==> src/rtl/clock_div_pkg.sv <==
// Shared constants and types for the programmable clock divider.
package clock_div_pkg;

    localparam int unsigned MIN_DIV       = 2;
    localparam int unsigned DEFAULT_WIDTH = 8;

    typedef logic [DEFAULT_WIDTH-1:0] div_t;

endpackage

==> src/rtl/clock_div_prog_if.sv <==
// Divisor load / status bundle between a rate controller and clock_div_prog.
interface clock_div_prog_if
    import clock_div_pkg::*;
#(
    parameter int unsigned WIDTH = DEFAULT_WIDTH
);

    logic [WIDTH-1:0] div_in;
    logic             div_load;
    logic             div_ack;
    logic             div_err;
    logic             pending;

    modport master (
        output div_in,
        output div_load,
        input  div_ack,
        input  div_err,
        input  pending
    );

    modport slave (
        input  div_in,
        input  div_load,
        output div_ack,
        output div_err,
        output pending
    );

endinterface

==> src/rtl/clock_div_phase.sv <==
// Dual-edge output stage: negedge half-cycle extension for odd divisors plus the output OR.
module clock_div_phase (
    input  logic clk_in,
    input  logic rst,
    input  logic pos_hi,
    input  logic odd,
    output logic clk_out
);

    logic neg_hi;

    always_ff @(negedge clk_in or posedge rst) begin
        if (rst) begin
            neg_hi <= 1'b0;
        end else begin
            neg_hi <= pos_hi;
        end
    end

    // Pure flop-output OR; neg_hi is already low at every period boundary
    assign clk_out = pos_hi | (odd & neg_hi);

endmodule

==> src/rtl/clock_div_prog.sv <==
// Runtime-programmable 50%-duty clock divider, divisor switches only at period boundaries.
// Optional CLK_DIV_TICK_EN adds a clk_in-domain strobe aligned to each clk_out rise.
module clock_div_prog
    import clock_div_pkg::*;
#(
    parameter int unsigned WIDTH       = DEFAULT_WIDTH,
    parameter int unsigned DEFAULT_DIV = 5
) (
    input  logic             clk_in,
    input  logic             rst,
    clock_div_prog_if.slave  bus,
    output logic             clk_out,
    output logic             tick
);

    localparam logic [WIDTH-1:0] DIV_RST = WIDTH'(DEFAULT_DIV);
    localparam logic [WIDTH-1:0] DIV_MIN = WIDTH'(MIN_DIV);

    logic [WIDTH-1:0] n_act;
    logic [WIDTH-1:0] n_pend;
    logic [WIDTH-1:0] cnt;
    logic             pend_v;
    logic             pos_hi;
    logic             ack_q;
    logic             err_q;

    logic [WIDTH-1:0] n_act_nx;
    logic [WIDTH-1:0] cnt_nx;
    logic             at_last;
    logic             boundary;
    logic             load_ok;
    logic             load_bad;

    always_comb begin
        at_last  = 1'b0;
        boundary = 1'b0;
        load_ok  = 1'b0;
        load_bad = 1'b0;
        n_act_nx = n_act;
        cnt_nx   = cnt + WIDTH'(1);

        at_last  = (cnt == (n_act - WIDTH'(1)));
        boundary = at_last && pend_v;
        load_ok  = bus.div_load && (bus.div_in >= DIV_MIN);
        load_bad = bus.div_load && (bus.div_in <  DIV_MIN);

        if (boundary) begin
            n_act_nx = n_pend;
        end
        if (at_last) begin
            cnt_nx = '0;
        end
    end

    // Counter, phase flop and divisor hand-over share one register stage
    always_ff @(posedge clk_in or posedge rst) begin
        if (rst) begin
            n_act  <= DIV_RST;
            n_pend <= DIV_RST;
            cnt    <= DIV_RST - WIDTH'(1);
            pend_v <= 1'b0;
            pos_hi <= 1'b0;
            ack_q  <= 1'b0;
            err_q  <= 1'b0;
        end else begin
            n_act  <= n_act_nx;
            cnt    <= cnt_nx;
            pos_hi <= (cnt_nx < (n_act_nx >> 1));
            ack_q  <= boundary;
            err_q  <= load_bad;
            // A load landing on the boundary is queued for the next one
            if (load_ok) begin
                n_pend <= bus.div_in;
                pend_v <= 1'b1;
            end else if (boundary) begin
                pend_v <= 1'b0;
            end
        end
    end

    assign bus.div_ack = ack_q;
    assign bus.div_err = err_q;
    assign bus.pending = pend_v;

    clock_div_phase u_phase (
        .clk_in  (clk_in),
        .rst     (rst),
        .pos_hi  (pos_hi),
        .odd     (n_act[0]),
        .clk_out (clk_out)
    );

`ifdef CLK_DIV_TICK_EN
    logic tick_q;

    always_ff @(posedge clk_in or posedge rst) begin
        if (rst) begin
            tick_q <= 1'b0;
        end else begin
            tick_q <= (cnt_nx == '0);
        end
    end

    assign tick = tick_q;
`else
    assign tick = 1'b0;
`endif

endmodule
==> src/flat_wrapper.sv <==
// flat-port wrapper written by rule: the top's interface ports become plain ports
module clock_div_prog_flat import clock_div_pkg::*;
#(
    parameter int unsigned WIDTH       = DEFAULT_WIDTH,
    parameter int unsigned DEFAULT_DIV = 5
)
  (clk_in, rst, clk_out, tick, bus_div_in, bus_div_load, bus_div_ack, bus_div_err, bus_pending);
  clock_div_prog_if #(.WIDTH(WIDTH)) bus_i ();
  input  logic clk_in;
  input  logic rst;
  output logic clk_out;
  output logic tick;
  input wire logic [$bits(bus_i.div_in)-1:0] bus_div_in;
  input wire logic [$bits(bus_i.div_load)-1:0] bus_div_load;
  output wire logic [$bits(bus_i.div_ack)-1:0] bus_div_ack;
  output wire logic [$bits(bus_i.div_err)-1:0] bus_div_err;
  output wire logic [$bits(bus_i.pending)-1:0] bus_pending;
  assign bus_i.div_in = bus_div_in;
  assign bus_i.div_load = bus_div_load;
  assign bus_div_ack = bus_i.div_ack;
  assign bus_div_err = bus_i.div_err;
  assign bus_pending = bus_i.pending;
  clock_div_prog #(.WIDTH(WIDTH), .DEFAULT_DIV(DEFAULT_DIV)) u_core (.clk_in(clk_in), .rst(rst), .bus(bus_i), .clk_out(clk_out), .tick(tick));
endmodule
==> config.mk <==
export PLATFORM = sky130hd
export DESIGN_NAME = clock_div_prog_flat
export DESIGN_NICKNAME = d
export VERILOG_FILES = /design/src/rtl/clock_div_pkg.sv /design/src/rtl/clock_div_prog_if.sv /design/src/rtl/clock_div_phase.sv /design/src/rtl/clock_div_prog.sv /design/src/flat_wrapper.sv
export SDC_FILE = /design/constraint.sdc
export NUM_CORES = 1
export LEC_CHECK = 0
export ABC_AREA = 1
export BUFFER_PORTS_ARGS = -buffer_cell sky130_fd_sc_hd__buf_2
export CAP_MARGIN = 40
export CORE_MARGIN = 4
export CORE_UTILIZATION = 40
export DETAILED_ROUTE_END_ITERATION = 16
export GPL_TIMING_DRIVEN = 0
export SYNTH_ARGS = -nofsm -noshare
export SYNTH_HDL_FRONTEND = slang
export SYNTH_SLANG_ARGS = --single-unit
export TNS_END_PERCENT = 1
==> constraint.sdc <==
create_clock -name clk_in -period 7.74 [get_ports clk_in]
set_clock_uncertainty 0.15 [all_clocks]
set_input_delay 1.548 -clock clk_in [delete_from_list [all_inputs] [get_ports clk_in]]
set_output_delay 1.548 -clock clk_in [all_outputs]
set_load 0.05 [all_outputs]
# == After elaboration in Yosys (flattened, before gate mapping) ==
# Index checks and enable logic that the tools add are counted.
# op_classes
n_lt_le_gt_ge,3
eq_ne,1
n_addsub,2
n_shift,0
bitwise,2
multipliers,0
mux,4
n_reduce_logical,4
div_mod_pow,0
# ops
op,count
8-bit 2-to-1 mux,2
8-bit by 1-bit adder with 8-bit output (second input constant),1
8-bit equality test,1
8-bit by 2-bit greater-or-equal comparator with 1-bit output (second input constant),1
8-bit by 2-bit less-than comparator with 1-bit output (second input constant),1
8-bit by 7-bit less-than comparator with 1-bit output,1
8-bit by 1-bit subtractor with 8-bit output (second input constant),1
1-bit logical AND,3
1-bit 2-to-1 mux,2
2-bit nonzero test,1
1-bit AND,1
1-bit bitwise OR,1
# word_totals
mem_bits_rw,0
input_bits,11
output_inout_bits,5
register_bits,29
rom_bits,0
latchBits,0
wordCells,25
n_memories,0

# == Longest topological paths before layout ==
# depth
word_depth,5
mapped_depth,21
ltp_nobuf,20

# == Cells and area by module ==
# Synthesis repeated with hierarchy kept, for this count alone.
# hier_totals
cells_unflattened,212
hier_area_um2,1654.1
# by_module_without_submodules
mod,seq_area_each_um2,cells_each,area_each_um2,n_inst
clock_div_prog,706.9,207,1614.0,1
clock_div_phase,25.0,5,40.0,1

==> results.sh <==
export IMPL_cts_root_buffer="clkbuf_8"
export IMPL_drc=0
export IMPL_start_util_pct=43.08
export IMPL_overflow=0
export IMPL_clkTransAtPathRegs_ns=0.06
export IMPL_htree_num_levels=2
export IMPL_ys_warn_count=0
export IMPL_stdcell_count=281
export IMPL_port_buffers=14
export IMPL_drt_wirelength_per_cell_um=10.14
export IMPL_insertion_delay_ns=0.27
export IMPL_hold_path_end="u_core.n_pend[0]$_DFFE_PP1P_"
export IMPL_final_cell_mix="nand2_1 (54), inv_1 (40), dfrtp_1 (23)"
export IMPL_cts_resized=0
export IMPL_groute_usage_overall_pct=12.41
export IMPL_n_fill_cell=366
export IMPL_clockBufferDepth=2
export IMPL_slowest_delay_ns=0.38
export IMPL_setup_tns_ns=0
export IMPL_crit_path_top_delay_cell="dfrtn_1"
export IMPL_syn_to_final_growth_pct=15.14
export IMPL_finalNetCount=251
export IMPL_ys_ff_latch=29
export IMPL_syn_area_um2=1637
export IMPL_finalHoldViolCount=0
export IMPL_p_per_area_nw_per_um2=156.8
export IMPL_hp_class="reg -> reg"
export IMPL_hp_start="u_core.n_pend[0]$_DFFE_PP1P_"
export IMPL_core_area_um2=3799
export IMPL_cts_sinks=29
export IMPL_drt_vias_per_instance=4.495
export IMPL_rr_startpoint="u_core.pos_hi$_DFF_PP0_"
export IMPL_path_cells="a21o_1, buf_2"
export IMPL_grt_pass1_vias=1203
export IMPL_die_area_um2=5179
export IMPL_outcome="completed"
export IMPL_r2r_cells=0
export IMPL_cts_tree="built"
export IMPL_finalSetupViolations=0
export IMPL_hpwl_um=2355
export IMPL_initialDrtViolationCount=52
export IMPL_ant_nets=0
export IMPL_r2r_setup_slack_ns=3.20
export IMPL_grt_pass1_wl_um=5078
export IMPL_synth_avg_cell_area_um2=7.793
export IMPL_drive_gt1_share_pct=17.60
export IMPL_ctsHoldBuffers=0
export IMPL_synth_fp_nets=229
export IMPL_final_common_cell="nand2_1"
export IMPL_drv_slew=0
export IMPL_synth_seq_area_share_pct=44.72
export IMPL_required_ns=6.04
export IMPL_vdd_drop_max_v=0.00009526
export IMPL_post_cts_setup_buffers=0
export IMPL_antenna_cells=0
export IMPL_antenna_found_initial=0
export IMPL_crit_path_max_fanout=1
export IMPL_syn_inst=210
export IMPL_routabilityCongestion=0.7893
export IMPL_cts_inserted_buffers=5
export IMPL_dp_cells=273
export IMPL_pin_count=16
export IMPL_reg2reg_to="u_core.u_phase.neg_hi$_DFF_NP0_"
export IMPL_p_leak_nw=1.043
export IMPL_grt_max_degree=21
export IMPL_ys_types=33
export IMPL_synthTopCellsByArea="dfrtp_1 (35%), nand2_1 (12%), inv_1 (9.2%)"
export IMPL_cp_end_kind="output port"
export IMPL_num_rows=22
export IMPL_vias=1263
export IMPL_cp_arrival_ns=4.88
export IMPL_worst_setup_path_type="reg -> out"
export IMPL_first_pass_iters=4
export IMPL_holdWs_ns=0.3170
export IMPL_crit_buf_inv=1
export IMPL_cpLargestDelayFamily="flip-flops"
export IMPL_drv_cap=0
export IMPL_whs_path_depth=2
export IMPL_rsz0062_at_grt="no"
export IMPL_drt_total_wl_um=2850
export IMPL_synth_top_area_share_pct=35.17
export IMPL_die_height_um=71.97
export IMPL_synth_largest_area_cell="dfrtp_1"
export IMPL_cp_start_kind="register"
export IMPL_dieWidth_um=71.97
-- report_power, final --
group	internal (mW)	switching, mW	total, mW
clock	0.0722	0.0494	0.122
combinational	0.00619	0.00970	0.0159
sequential	0.156	0.00163	0.158
-- state kept, by name (all words and copies together), names as in the netlist --
name / count
u_core.bus.div_ack: 1
u_core.bus.div_err: 1
u_core.bus.pending: 1
u_core.cnt: 8
u_core.n_act: 8
u_core.n_pend: 8
u_core.pos_hi: 1
u_core.u_phase.neg_hi: 1
-- cell type report --
type	instances	area [µm²]	share of cell area, %
sequential	29	732.0	38.84
multi-input combinational	137	732.0	38.84
inverter	41	153.9	8.167
timing repair buffer	15	97.59	5.179
clock buffer	8	90.09	4.781
tap	48	60.06	3.187
buffer	3	18.77	0.9960
-- metal layers --
layer | track usage (%) | routed length (µm) | vias up
met2 | 19.90 | 1298 | 24
met4 | 5.010 | 47 | 0
met1 | 16.15 | 1407 | 543
met3 | 2.909 | 97 | 7
li1 | - | - | 689
met5 | 0 | 0 | -
-- cells in the mapped netlist, drive strengths merged --
master / count
nor2: 24
nor4: 1
nor3: 2
conb: 1
buf: 2
nand3: 9
and3: 1
a21o: 1
xnor2: 3
nand2: 55
xor2: 5
o21ai: 12
mux2: 1
nor3b: 1
dfrtp: 23
a21oi: 7
dfstp: 5
inv: 41
or2: 4
clkbuf: 1
dfrtn: 1
nand4: 2
ha: 8
-- through the flow --
| stage | util, % | area, µm² | power, mW | setup slack (ns) |
|---|---|---|---|---|
| after global routing | 49.60 | 1884 | 0.3119 | 1.118 |
| final | 49.60 | 1884 | 0.2955 | 1.162 |
| after CTS | 49.60 | 1884 | 0.3007 | 1.143 |
| after floorplan | - | 1637 | 0.1699 | 1.430 |
| after global placement | 46.51 | 1767 | 0.1749 | 1.240 |
| after detailed placement | 47.23 | 1794 | 0.1770 | 1.446 |
-- logic make-up after synthesis --
family	Yosys count	share of synthesized area [%]
other cells	1	0.2291
simple gates	99	26.22
xor+xnor	8	4.282
flops	29	44.72
mux	1	0.6880
compound gates	20	7.187
buf+inv	44	10.55
fa+ha+maj	8	6.116
-- worst max-delay path by stage --
stage,startpoint,to,cells past startpoint
after floorplan,u_core.u_phase.neg_hi$_DFF_NP0_,clk_out,1
after global placement,rst,u_core.u_phase.neg_hi$_DFF_NP0_,2
after detailed placement,u_core.u_phase.neg_hi$_DFF_NP0_,clk_out,2
after CTS,u_core.u_phase.neg_hi$_DFF_NP0_,clk_out,2
after global routing,u_core.u_phase.neg_hi$_DFF_NP0_,clk_out,2
final,u_core.u_phase.neg_hi$_DFF_NP0_,clk_out,2
No activity file was read; power rests on OpenSTA's default activity.
